## src/rtl/cursor_nav_pkg.sv

```systemverilog
// Shared command-bit indices, coordinate width and mode encoding for the
// life-board cursor/viewport controller.
package cursor_nav_pkg;

    localparam int ADDR_WIDTH = 8;
    localparam int CMD_W      = 7;

    localparam int M_UP    = 0;
    localparam int M_DOWN  = 1;
    localparam int M_LEFT  = 2;
    localparam int M_RIGHT = 3;
    localparam int Z_IN    = 4;
    localparam int Z_OUT   = 5;
    localparam int M_MODE  = 6;

    localparam logic MODE_RUN  = 1'b1;
    localparam logic MODE_EDIT = 1'b0;

    // Values match the direction bit indices so a key vector can be indexed by them.
    typedef enum logic [1:0] {
        DIR_UP    = 2'd0,
        DIR_DOWN  = 2'd1,
        DIR_LEFT  = 2'd2,
        DIR_RIGHT = 2'd3
    } dir_e;

endpackage

```

## src/rtl/cursor_nav_key_repeat.sv

```systemverilog
// Direction key front end: rising-edge detect, up>down>left>right priority,
// and hold-then-auto-repeat timing.
module key_repeat
    import cursor_nav_pkg::*;
#(
    parameter int HOLD_CYCLES   = 25000000,
    parameter int REPEAT_CYCLES = 5000000
) (
    input  logic       clk,
    input  logic       rst,
    input  logic [3:0] keys,
    input  logic       abort,
    output logic       step_pulse,
    output dir_e       dir
);

    localparam int CNT_MAX = (HOLD_CYCLES > REPEAT_CYCLES) ? HOLD_CYCLES : REPEAT_CYCLES;
    localparam int CNT_W   = (CNT_MAX > 1) ? $clog2(CNT_MAX) : 1;
    localparam logic [CNT_W-1:0] HOLD_LAST   = CNT_W'(HOLD_CYCLES - 1);
    localparam logic [CNT_W-1:0] REPEAT_LAST = CNT_W'(REPEAT_CYCLES - 1);

    localparam logic [1:0] ST_IDLE   = 2'd0;
    localparam logic [1:0] ST_DELAY  = 2'd1;
    localparam logic [1:0] ST_REPEAT = 2'd2;

    logic [1:0]       state_q, state_d;
    logic [CNT_W-1:0] cnt_q, cnt_d;
    dir_e             latched_q, latched_d;
    logic [3:0]       prev_q;
    logic [3:0]       rise;
    dir_e             sel;
    logic             any_key;
    logic             hold_lost;

    genvar gi;
    generate
        for (gi = 0; gi < 4; gi++) begin : g_edge
            assign rise[gi] = keys[gi] & ~prev_q[gi];
        end
    endgenerate

    always_comb begin
        sel = DIR_RIGHT;
        if (keys[M_UP])        sel = DIR_UP;
        else if (keys[M_DOWN]) sel = DIR_DOWN;
        else if (keys[M_LEFT]) sel = DIR_LEFT;
    end

    assign any_key   = |keys;
    assign hold_lost = abort | ~keys[latched_q] | (sel != latched_q);
    assign dir       = sel;

    always_comb begin
        state_d    = state_q;
        cnt_d      = cnt_q;
        latched_d  = latched_q;
        step_pulse = 1'b0;
        case (state_q)
            ST_IDLE: begin
                if (!abort && any_key && rise[sel]) begin
                    step_pulse = 1'b1;
                    latched_d  = sel;
                    state_d    = ST_DELAY;
                    cnt_d      = '0;
                end
            end
            ST_DELAY: begin
                if (hold_lost) begin
                    state_d = ST_IDLE;
                end else if (cnt_q == HOLD_LAST) begin
                    step_pulse = 1'b1;
                    state_d    = ST_REPEAT;
                    cnt_d      = '0;
                end else begin
                    cnt_d = cnt_q + 1'b1;
                end
            end
            ST_REPEAT: begin
                if (hold_lost) begin
                    state_d = ST_IDLE;
                end else if (cnt_q == REPEAT_LAST) begin
                    step_pulse = 1'b1;
                    cnt_d      = '0;
                end else begin
                    cnt_d = cnt_q + 1'b1;
                end
            end
            default: state_d = ST_IDLE;
        endcase
    end

    always_ff @(posedge clk or negedge rst) begin
        if (!rst) begin
            state_q   <= ST_IDLE;
            cnt_q     <= '0;
            latched_q <= DIR_UP;
            prev_q    <= '0;
        end else begin
            state_q   <= state_d;
            cnt_q     <= cnt_d;
            latched_q <= latched_d;
            prev_q    <= keys;
        end
    end

endmodule

```

## src/rtl/cursor_nav.sv

```systemverilog
// Cursor and viewport controller on a toroidal board: stepping, auto-repeat,
// power-of-two zoom and window follow, all with divider-free wrap arithmetic.
module cursor_nav
    import cursor_nav_pkg::*;
#(
    parameter int MAP_W         = 32,
    parameter int MAP_H         = 32,
    parameter int AW            = ADDR_WIDTH,
    parameter int VIEW_MIN      = 4,
    parameter int VIEW_MAX      = 32,
    parameter int VIEW_INIT     = 8,
    parameter int HOLD_CYCLES   = 25000000,
    parameter int REPEAT_CYCLES = 5000000,
    parameter int INIT_CUR_X    = 3,
    parameter int INIT_CUR_Y    = 3,
    parameter int INIT_WIN_X    = 0,
    parameter int INIT_WIN_Y    = 0
) (
    input  logic             clk,
    input  logic             rst,
    input  logic             mode,
    input  logic [CMD_W-1:0] win_ctrl_cmd,
    output logic [AW-1:0]    win_x,
    output logic [AW-1:0]    win_y,
    output logic [AW-1:0]    cur_x,
    output logic [AW-1:0]    cur_y,
    output logic [AW-1:0]    cur_rx,
    output logic [AW-1:0]    cur_ry,
    output logic [7:0]       view_width,
    output logic             moved
);

    localparam logic [AW-1:0] LAST_X = AW'(MAP_W - 1);
    localparam logic [AW-1:0] LAST_Y = AW'(MAP_H - 1);
    localparam logic [AW:0]   FULL_X = (AW+1)'(MAP_W);
    localparam logic [AW:0]   FULL_Y = (AW+1)'(MAP_H);

    function automatic logic [AW-1:0] wrap_inc(input logic [AW-1:0] v, input logic [AW-1:0] last);
        return (v == last) ? '0 : v + 1'b1;
    endfunction

    function automatic logic [AW-1:0] wrap_dec(input logic [AW-1:0] v, input logic [AW-1:0] last);
        return (v == '0) ? last : v - 1'b1;
    endfunction

    // a - b modulo the board size, assuming both operands are already on the board.
    function automatic logic [AW-1:0] wrap_sub(input logic [AW-1:0] a, input logic [AW-1:0] b,
                                               input logic [AW:0] full);
        logic [AW:0] diff;
        if (a >= b) diff = {1'b0, a} - {1'b0, b};
        else        diff = {1'b0, a} + full - {1'b0, b};
        return diff[AW-1:0];
    endfunction

    logic [AW-1:0] cur_x_q, cur_x_d, cur_y_q, cur_y_d;
    logic [AW-1:0] win_x_q, win_x_d, win_y_q, win_y_d;
    logic [AW-1:0] rx_q, rx_d, ry_q, ry_d;
    logic [7:0]    view_q, view_d;
    logic          moved_q, moved_d;
    logic          zin_prev_q, zout_prev_q, mode_prev_q, mmode_prev_q, primed_q;

    logic zin_rise, zout_rise, zoom_req, abort, step_pulse;
    logic at_left, at_right, at_top, at_bottom, drag_x, drag_y;
    dir_e dir;

    assign zin_rise  = win_ctrl_cmd[Z_IN]  & ~zin_prev_q;
    assign zout_rise = win_ctrl_cmd[Z_OUT] & ~zout_prev_q;
    assign zoom_req  = primed_q & (zin_rise ^ zout_rise);
    // The first cycle out of reset only records key history, so a key held
    // through reset never counts as a fresh press.
    assign abort = ~primed_q | (mode != mode_prev_q) | (win_ctrl_cmd[M_MODE] != mmode_prev_q);

    key_repeat #(
        .HOLD_CYCLES  (HOLD_CYCLES),
        .REPEAT_CYCLES(REPEAT_CYCLES)
    ) u_key_repeat (
        .clk       (clk),
        .rst       (rst),
        .keys      ({win_ctrl_cmd[M_RIGHT], win_ctrl_cmd[M_LEFT],
                     win_ctrl_cmd[M_DOWN], win_ctrl_cmd[M_UP]}),
        .abort     (abort),
        .step_pulse(step_pulse),
        .dir       (dir)
    );

    assign at_left   = (rx_q == '0);
    assign at_top    = (ry_q == '0);
    assign at_right  = (32'(rx_q) == 32'(view_q) - 32'd1);
    assign at_bottom = (32'(ry_q) == 32'(view_q) - 32'd1);
    // A view spanning the whole board can never lose the cursor.
    assign drag_x    = (32'(view_q) < 32'(MAP_W));
    assign drag_y    = (32'(view_q) < 32'(MAP_H));

    always_comb begin
        cur_x_d = cur_x_q;
        cur_y_d = cur_y_q;
        win_x_d = win_x_q;
        win_y_d = win_y_q;
        view_d  = view_q;
        if (zoom_req) begin
            if (zin_rise) begin
                if (view_q != 8'(VIEW_MIN)) begin
                    view_d = view_q >> 1;
                    if (32'(rx_q) >= 32'(view_d))
                        win_x_d = wrap_sub(cur_x_q, AW'(view_d >> 1), FULL_X);
                    if (32'(ry_q) >= 32'(view_d))
                        win_y_d = wrap_sub(cur_y_q, AW'(view_d >> 1), FULL_Y);
                end
            end else if (view_q != 8'(VIEW_MAX)) begin
                view_d = view_q << 1;
            end
        end else if (step_pulse) begin
            if (win_ctrl_cmd[M_MODE]) begin
                // Window moves; the cursor is dragged only if it would leave the view.
                case (dir)
                    DIR_UP: begin
                        win_y_d = wrap_dec(win_y_q, LAST_Y);
                        if (drag_y && at_bottom) cur_y_d = wrap_dec(cur_y_q, LAST_Y);
                    end
                    DIR_DOWN: begin
                        win_y_d = wrap_inc(win_y_q, LAST_Y);
                        if (drag_y && at_top) cur_y_d = wrap_inc(cur_y_q, LAST_Y);
                    end
                    DIR_LEFT: begin
                        win_x_d = wrap_dec(win_x_q, LAST_X);
                        if (drag_x && at_right) cur_x_d = wrap_dec(cur_x_q, LAST_X);
                    end
                    default: begin
                        win_x_d = wrap_inc(win_x_q, LAST_X);
                        if (drag_x && at_left) cur_x_d = wrap_inc(cur_x_q, LAST_X);
                    end
                endcase
            end else if (mode == MODE_EDIT) begin
                case (dir)
                    DIR_UP: begin
                        cur_y_d = wrap_dec(cur_y_q, LAST_Y);
                        if (at_top) win_y_d = wrap_dec(win_y_q, LAST_Y);
                    end
                    DIR_DOWN: begin
                        cur_y_d = wrap_inc(cur_y_q, LAST_Y);
                        if (at_bottom) win_y_d = wrap_inc(win_y_q, LAST_Y);
                    end
                    DIR_LEFT: begin
                        cur_x_d = wrap_dec(cur_x_q, LAST_X);
                        if (at_left) win_x_d = wrap_dec(win_x_q, LAST_X);
                    end
                    default: begin
                        cur_x_d = wrap_inc(cur_x_q, LAST_X);
                        if (at_right) win_x_d = wrap_inc(win_x_q, LAST_X);
                    end
                endcase
            end
        end
        rx_d    = wrap_sub(cur_x_d, win_x_d, FULL_X);
        ry_d    = wrap_sub(cur_y_d, win_y_d, FULL_Y);
        moved_d = (cur_x_d != cur_x_q) | (cur_y_d != cur_y_q) | (win_x_d != win_x_q) |
                  (win_y_d != win_y_q) | (view_d != view_q);
    end

    always_ff @(posedge clk or negedge rst) begin
        if (!rst) begin
            cur_x_q      <= AW'(INIT_CUR_X);
            cur_y_q      <= AW'(INIT_CUR_Y);
            win_x_q      <= AW'(INIT_WIN_X);
            win_y_q      <= AW'(INIT_WIN_Y);
            rx_q         <= wrap_sub(AW'(INIT_CUR_X), AW'(INIT_WIN_X), FULL_X);
            ry_q         <= wrap_sub(AW'(INIT_CUR_Y), AW'(INIT_WIN_Y), FULL_Y);
            view_q       <= 8'(VIEW_INIT);
            moved_q      <= 1'b0;
            zin_prev_q   <= 1'b0;
            zout_prev_q  <= 1'b0;
            mode_prev_q  <= 1'b0;
            mmode_prev_q <= 1'b0;
            primed_q     <= 1'b0;
        end else begin
            cur_x_q      <= cur_x_d;
            cur_y_q      <= cur_y_d;
            win_x_q      <= win_x_d;
            win_y_q      <= win_y_d;
            rx_q         <= rx_d;
            ry_q         <= ry_d;
            view_q       <= view_d;
            moved_q      <= moved_d;
            zin_prev_q   <= win_ctrl_cmd[Z_IN];
            zout_prev_q  <= win_ctrl_cmd[Z_OUT];
            mode_prev_q  <= mode;
            mmode_prev_q <= win_ctrl_cmd[M_MODE];
            primed_q     <= 1'b1;
        end
    end

    assign cur_x      = cur_x_q;
    assign cur_y      = cur_y_q;
    assign win_x      = win_x_q;
    assign win_y      = win_y_q;
    assign cur_rx     = rx_q;
    assign cur_ry     = ry_q;
    assign view_width = view_q;
    assign moved      = moved_q;

endmodule

```

## config.mk

```make
export PLATFORM = sky130hd
export DESIGN_NAME = cursor_nav
export DESIGN_NICKNAME = d
export VERILOG_FILES = /design/src/rtl/cursor_nav_pkg.sv /design/src/rtl/cursor_nav_key_repeat.sv /design/src/rtl/cursor_nav.sv
export SDC_FILE = /design/constraint.sdc
export NUM_CORES = 1
export LEC_CHECK = 0
export BUFFER_PORTS_ARGS = -buffer_cell sky130_fd_sc_hd__buf_4
export CORE_AREA = 8 8 153 155
export DETAILED_ROUTE_END_ITERATION = 16
export DIE_AREA = 0 0 161 163
export GPL_TIMING_DRIVEN = 0
export PLACE_DENSITY = 0.81
export SETUP_SLACK_MARGIN = 0.05
export SYNTH_ARGS = -nofsm -noshare
export SYNTH_HDL_FRONTEND = slang
export SYNTH_SLANG_ARGS = --single-unit
```

## constraint.sdc

```tcl
create_clock -name clk -period 6.23 [get_ports clk]
set_clock_uncertainty 0.2 [all_clocks]
set_input_delay 0.3115 -clock clk [delete_from_list [all_inputs] [get_ports clk]]
set_output_delay 0.3115 -clock clk [all_outputs]
set_load 0.01 [all_outputs]
```

==> flow_metrics.env <==
export IMPL_status="finished, final reports clean"
export IMPL_dr_pass1_iters=7
export IMPL_placed_area_um2=13200
export IMPL_worstSetupStartpoint="view_width[0]$_DFF_PN0_"
export IMPL_clockRootBuffer="clkbuf_16"
export IMPL_clk_pin_slew_worst_paths_ps=90
export IMPL_start_util_pct=59.4
export IMPL_timing_worst_setup_path_type="reg2reg"
export IMPL_dr_total_vias=13900
export IMPL_crit_family="simple AND/OR/NAND/NOR gates"
export IMPL_worstMarginPinSlew_ps=1180
export IMPL_clk_path_buf_depth=2
export IMPL_fillers=1848
export IMPL_clk_latency_ps=380
export IMPL_p_seq_share_pct=15.5
export IMPL_dieArea_um2=26200
export IMPL_drive_gt1_share_pct=10.1
export IMPL_hold_start="u_key_repeat.cnt_q[1]$_DFFE_PN0P_"
export IMPL_max_slew_margin_pct=19.2
export IMPL_p_clk_share_pct=8.5
export IMPL_n_antenna_cell=0
export IMPL_synth_cell_types=101
export IMPL_cts_max_level=3
export IMPL_synthAdderAreaFrac_pct=12.3
export IMPL_dp_cells=1980
export IMPL_vias_per_cell=6.95
export IMPL_ys_seq_elements=95
export IMPL_clock_fmax_ghz=0.161
export IMPL_antenna_found_initial=0
export IMPL_area_delta_synth_final_pct=11.2
export IMPL_crit_chain="buf_2 -> inv_1 -> ha_1 -> nor4b_1 -> nor3b_2 -> nor4_2 -> nor3_1 -> o41ai_1 -> a21o_1 -> inv_1 -> ha_1 -> inv_1 -> ha_1 -> a21oi_1 -> o221ai_1 -> nand2_1 -> o21ai_1 -> buf_4 -> mux2_2"
export IMPL_cp_end_kind="flip-flop"
export IMPL_rows=53
export IMPL_drv_slew=0
export IMPL_worstPathRequired_ps=6300
export IMPL_numCtsBuffers=9
export IMPL_muxShareOfSynthArea_pct=2.85
export IMPL_yosys_area_top_type="dfrtp_1"
export IMPL_wire_per_inst_um=24.4
export IMPL_synth_avg_cell_area_um2=7.55
export IMPL_drt_iter0_markers=1944
export IMPL_synth_simple_area_share_pct=22.4
export IMPL_p_total_mw=7.47
export IMPL_grt_pass1_wl_um=74400
export IMPL_io_pin_count=67
export IMPL_power_density_nw_per_um2=543
export IMPL_fin_ws_ps=37.9
export IMPL_synth_flop_cell="dfrtp_1"
export IMPL_leakage_nw=5.55
export IMPL_min_period_ps=6190
export IMPL_drc=0
export IMPL_synth_cells=1639
export IMPL_die_height_um=163
export IMPL_ir_drop_mv=0.463
export IMPL_place_ws_ps=-373
export IMPL_core_um2=20800
export IMPL_final_core_util_pct=66.1
export IMPL_timing_final_crit_share_pct=99.4
export IMPL_combinationalPowerShare_pct=76.0
export IMPL_synth_xor_xnor_area_share_pct=7.98
export IMPL_max_stage_delay_ps=810
export IMPL_synth_nets=1758
export IMPL_whs_ps=319
export IMPL_cap_violations=0
export IMPL_layout_commonest_cell="nand2_1"
export IMPL_fin_area_um2=13800
export IMPL_power_share_switching_pct=55.5
export IMPL_mostFrequentLayoutCells="nand2_1, nor2_1, o21ai_0"
export IMPL_setup_viol=0
export IMPL_final_hold_viol_count=0
export IMPL_worst_setup_path_start_kind="flip-flop"
export IMPL_synth_top_family_by_area="compound AO/OA/AOI/OAI gates"
export IMPL_crit_buf_inv=5
export IMPL_clock_sinks=95
export IMPL_hold_path_class="reg2reg"
export IMPL_grt_pass1_vias=13000
export IMPL_instances_no_fill=2006
export IMPL_grt_overflow_total=0
export IMPL_cp_arrival_ps=6260
export IMPL_fin_setup_tns_ps=0
export IMPL_grtUsageTotal_pct=36.0
export IMPL_p_int_mw=3.33
export IMPL_p_switching_mw=4.14
export IMPL_routabilityCongestion=1.02
export IMPL_cts_tree="done"
export IMPL_synth_edf_count=0
export IMPL_ys_async_sr_fraction_pct=100
export IMPL_netlist_area_leader_share_pct=17.4
export IMPL_critPathSlowestCell="o41ai_1"
export IMPL_critPathMaxFanout=10
export IMPL_rsz0062_at_grt="true"
export IMPL_yosys_warnings=0
export IMPL_nNetsFinal=1845
export IMPL_dieWidth_um=161
export IMPL_synth_compound_area_share_pct=28.6
export IMPL_synth_area_leaders="dfrtp_1, ha_1, xnor2_1, o21ai_0, nand2_1"
export IMPL_dp_hpwl_um=37000
export IMPL_antenna_left=0
export IMPL_wl_um=49000
export IMPL_syn_area_um2=12400
export IMPL_r2r_start="view_width[0]$_DFF_PN0_"
export IMPL_portBuffers=66
export IMPL_ys_seq_area_share_pct=19.3
export IMPL_grt_max_degree=96
==> state kept, by name, summed over array words and instances, names as in the netlist, 2 cells and up <==
signal                  cells
u_key_repeat.cnt_q         25
cur_rx                      8
cur_ry                      8
cur_x                       8
cur_y                       8
view_width                  8
win_x                       8
win_y                       8
u_key_repeat.prev_q         4
u_key_repeat.latched_q      2
u_key_repeat.state_q        2
==> path summary, 6_finish.rpt <==
kind                                                          end  slack (ps)  depth (start not counted)
worst max-delay path                          cur_ry[2]$_DFF_PN0_          40                         19
worst min-delay path            u_key_repeat.cnt_q[1]$_DFFE_PN0P_         320                          2
worst max register to register                cur_ry[2]$_DFF_PN0_          40                         19
worst min register to register  u_key_repeat.cnt_q[1]$_DFFE_PN0P_         320                          2
max in group asynchronous                 view_width[1]$_DFF_PN0_        4690                          2
min in group asynchronous       u_key_repeat.cnt_q[0]$_DFFE_PN0P_         410                          2
==> kinds of logic (layout without fill, tap and decap cells) <==
kind of cell / after synthesis / in the layout
xor gates and xnor gates: 111 / 111
buffers and inverters: 209 / 301
and+or+nand+nor: 561 / 561
DFF: 95 / 95
AOI/OAI and AO/OA: 518 / 518
other: 1 / 1
adders and majority gates: 110 / 110
muxes: 34 / 34
==> tightest hold or removal path: cells and delay by family, from the launching register on <==
family	cells	cell delay (ps)
DFF	1	370
and+or+nand+nor	1	60
AOI/OAI and AO/OA	1	60
==> synth_stat cells, drive strengths merged (8+ instances only) <==
cell     instances
dfrtp           86
o22ai           15
a31oi           40
or3             10
nand2          145
o31ai           23
buf             19
o2111ai          9
nor2           143
a21o            14
and2            15
or2             10
nand3b          11
clkbuf          79
o221ai          13
nand4           29
fa              19
inv            104
and4             9
mux2i           24
o21bai           9
nand3           57
o211ai          20
and3            23
o21a            11
a22oi            9
nor2b           11
a21oi           98
nor4            15
dfstp            9
o21ai          129
xor2            28
ha              90
nor3            44
nand2b          12
xnor2           83
mux2            10
a211oi          24
nor4b            8
a2111oi         13
==> repair_timing <==
action	4_1_cts	5_1_grt
buffers inserted	0	2
gates cloned	0	0
hold endpoints to repair	8	86
setup endpoints to repair	14	15
hold buffers	8	1
pin swaps	0	3
gates resized for setup	7	25
==> area by class of cell <==
cell class	instances	area, um^2	area share (%)
multi-input cells	1335	9300	67.6
flip-flops and latches	95	2390	17.4
repair buffers	77	604	4.39
inverters	111	417	3.03
plain buffers	97	399	2.90
well taps	275	344	2.50
clock buffers	9	225	1.64
clock inverters	7	83.8	0.609
==> power by group through the flow <==
stage | Combinational (mW) | Clock, mW | Sequential [mW]
finish | 5.67 | 0.637 | 1.16
global route | 6.11 | 0.648 | 1.17
CTS | 5.47 | 0.633 | 1.14
detailed placement | 5.42 | 0 | 1.15
global placement | 5.28 | 0 | 1.14
floorplan | 3.84 | 0 | 1.11
==> routing by layer <==
metal	track usage (%)	part of all wire, %	vias up
met1	44.6	39	6610
met5	0	0	-
li1	-	-	6236
met4	21.4	6.0	0
met3	8.29	10	219
met2	56.7	45	880
Power figures use the tool's default switching activity.
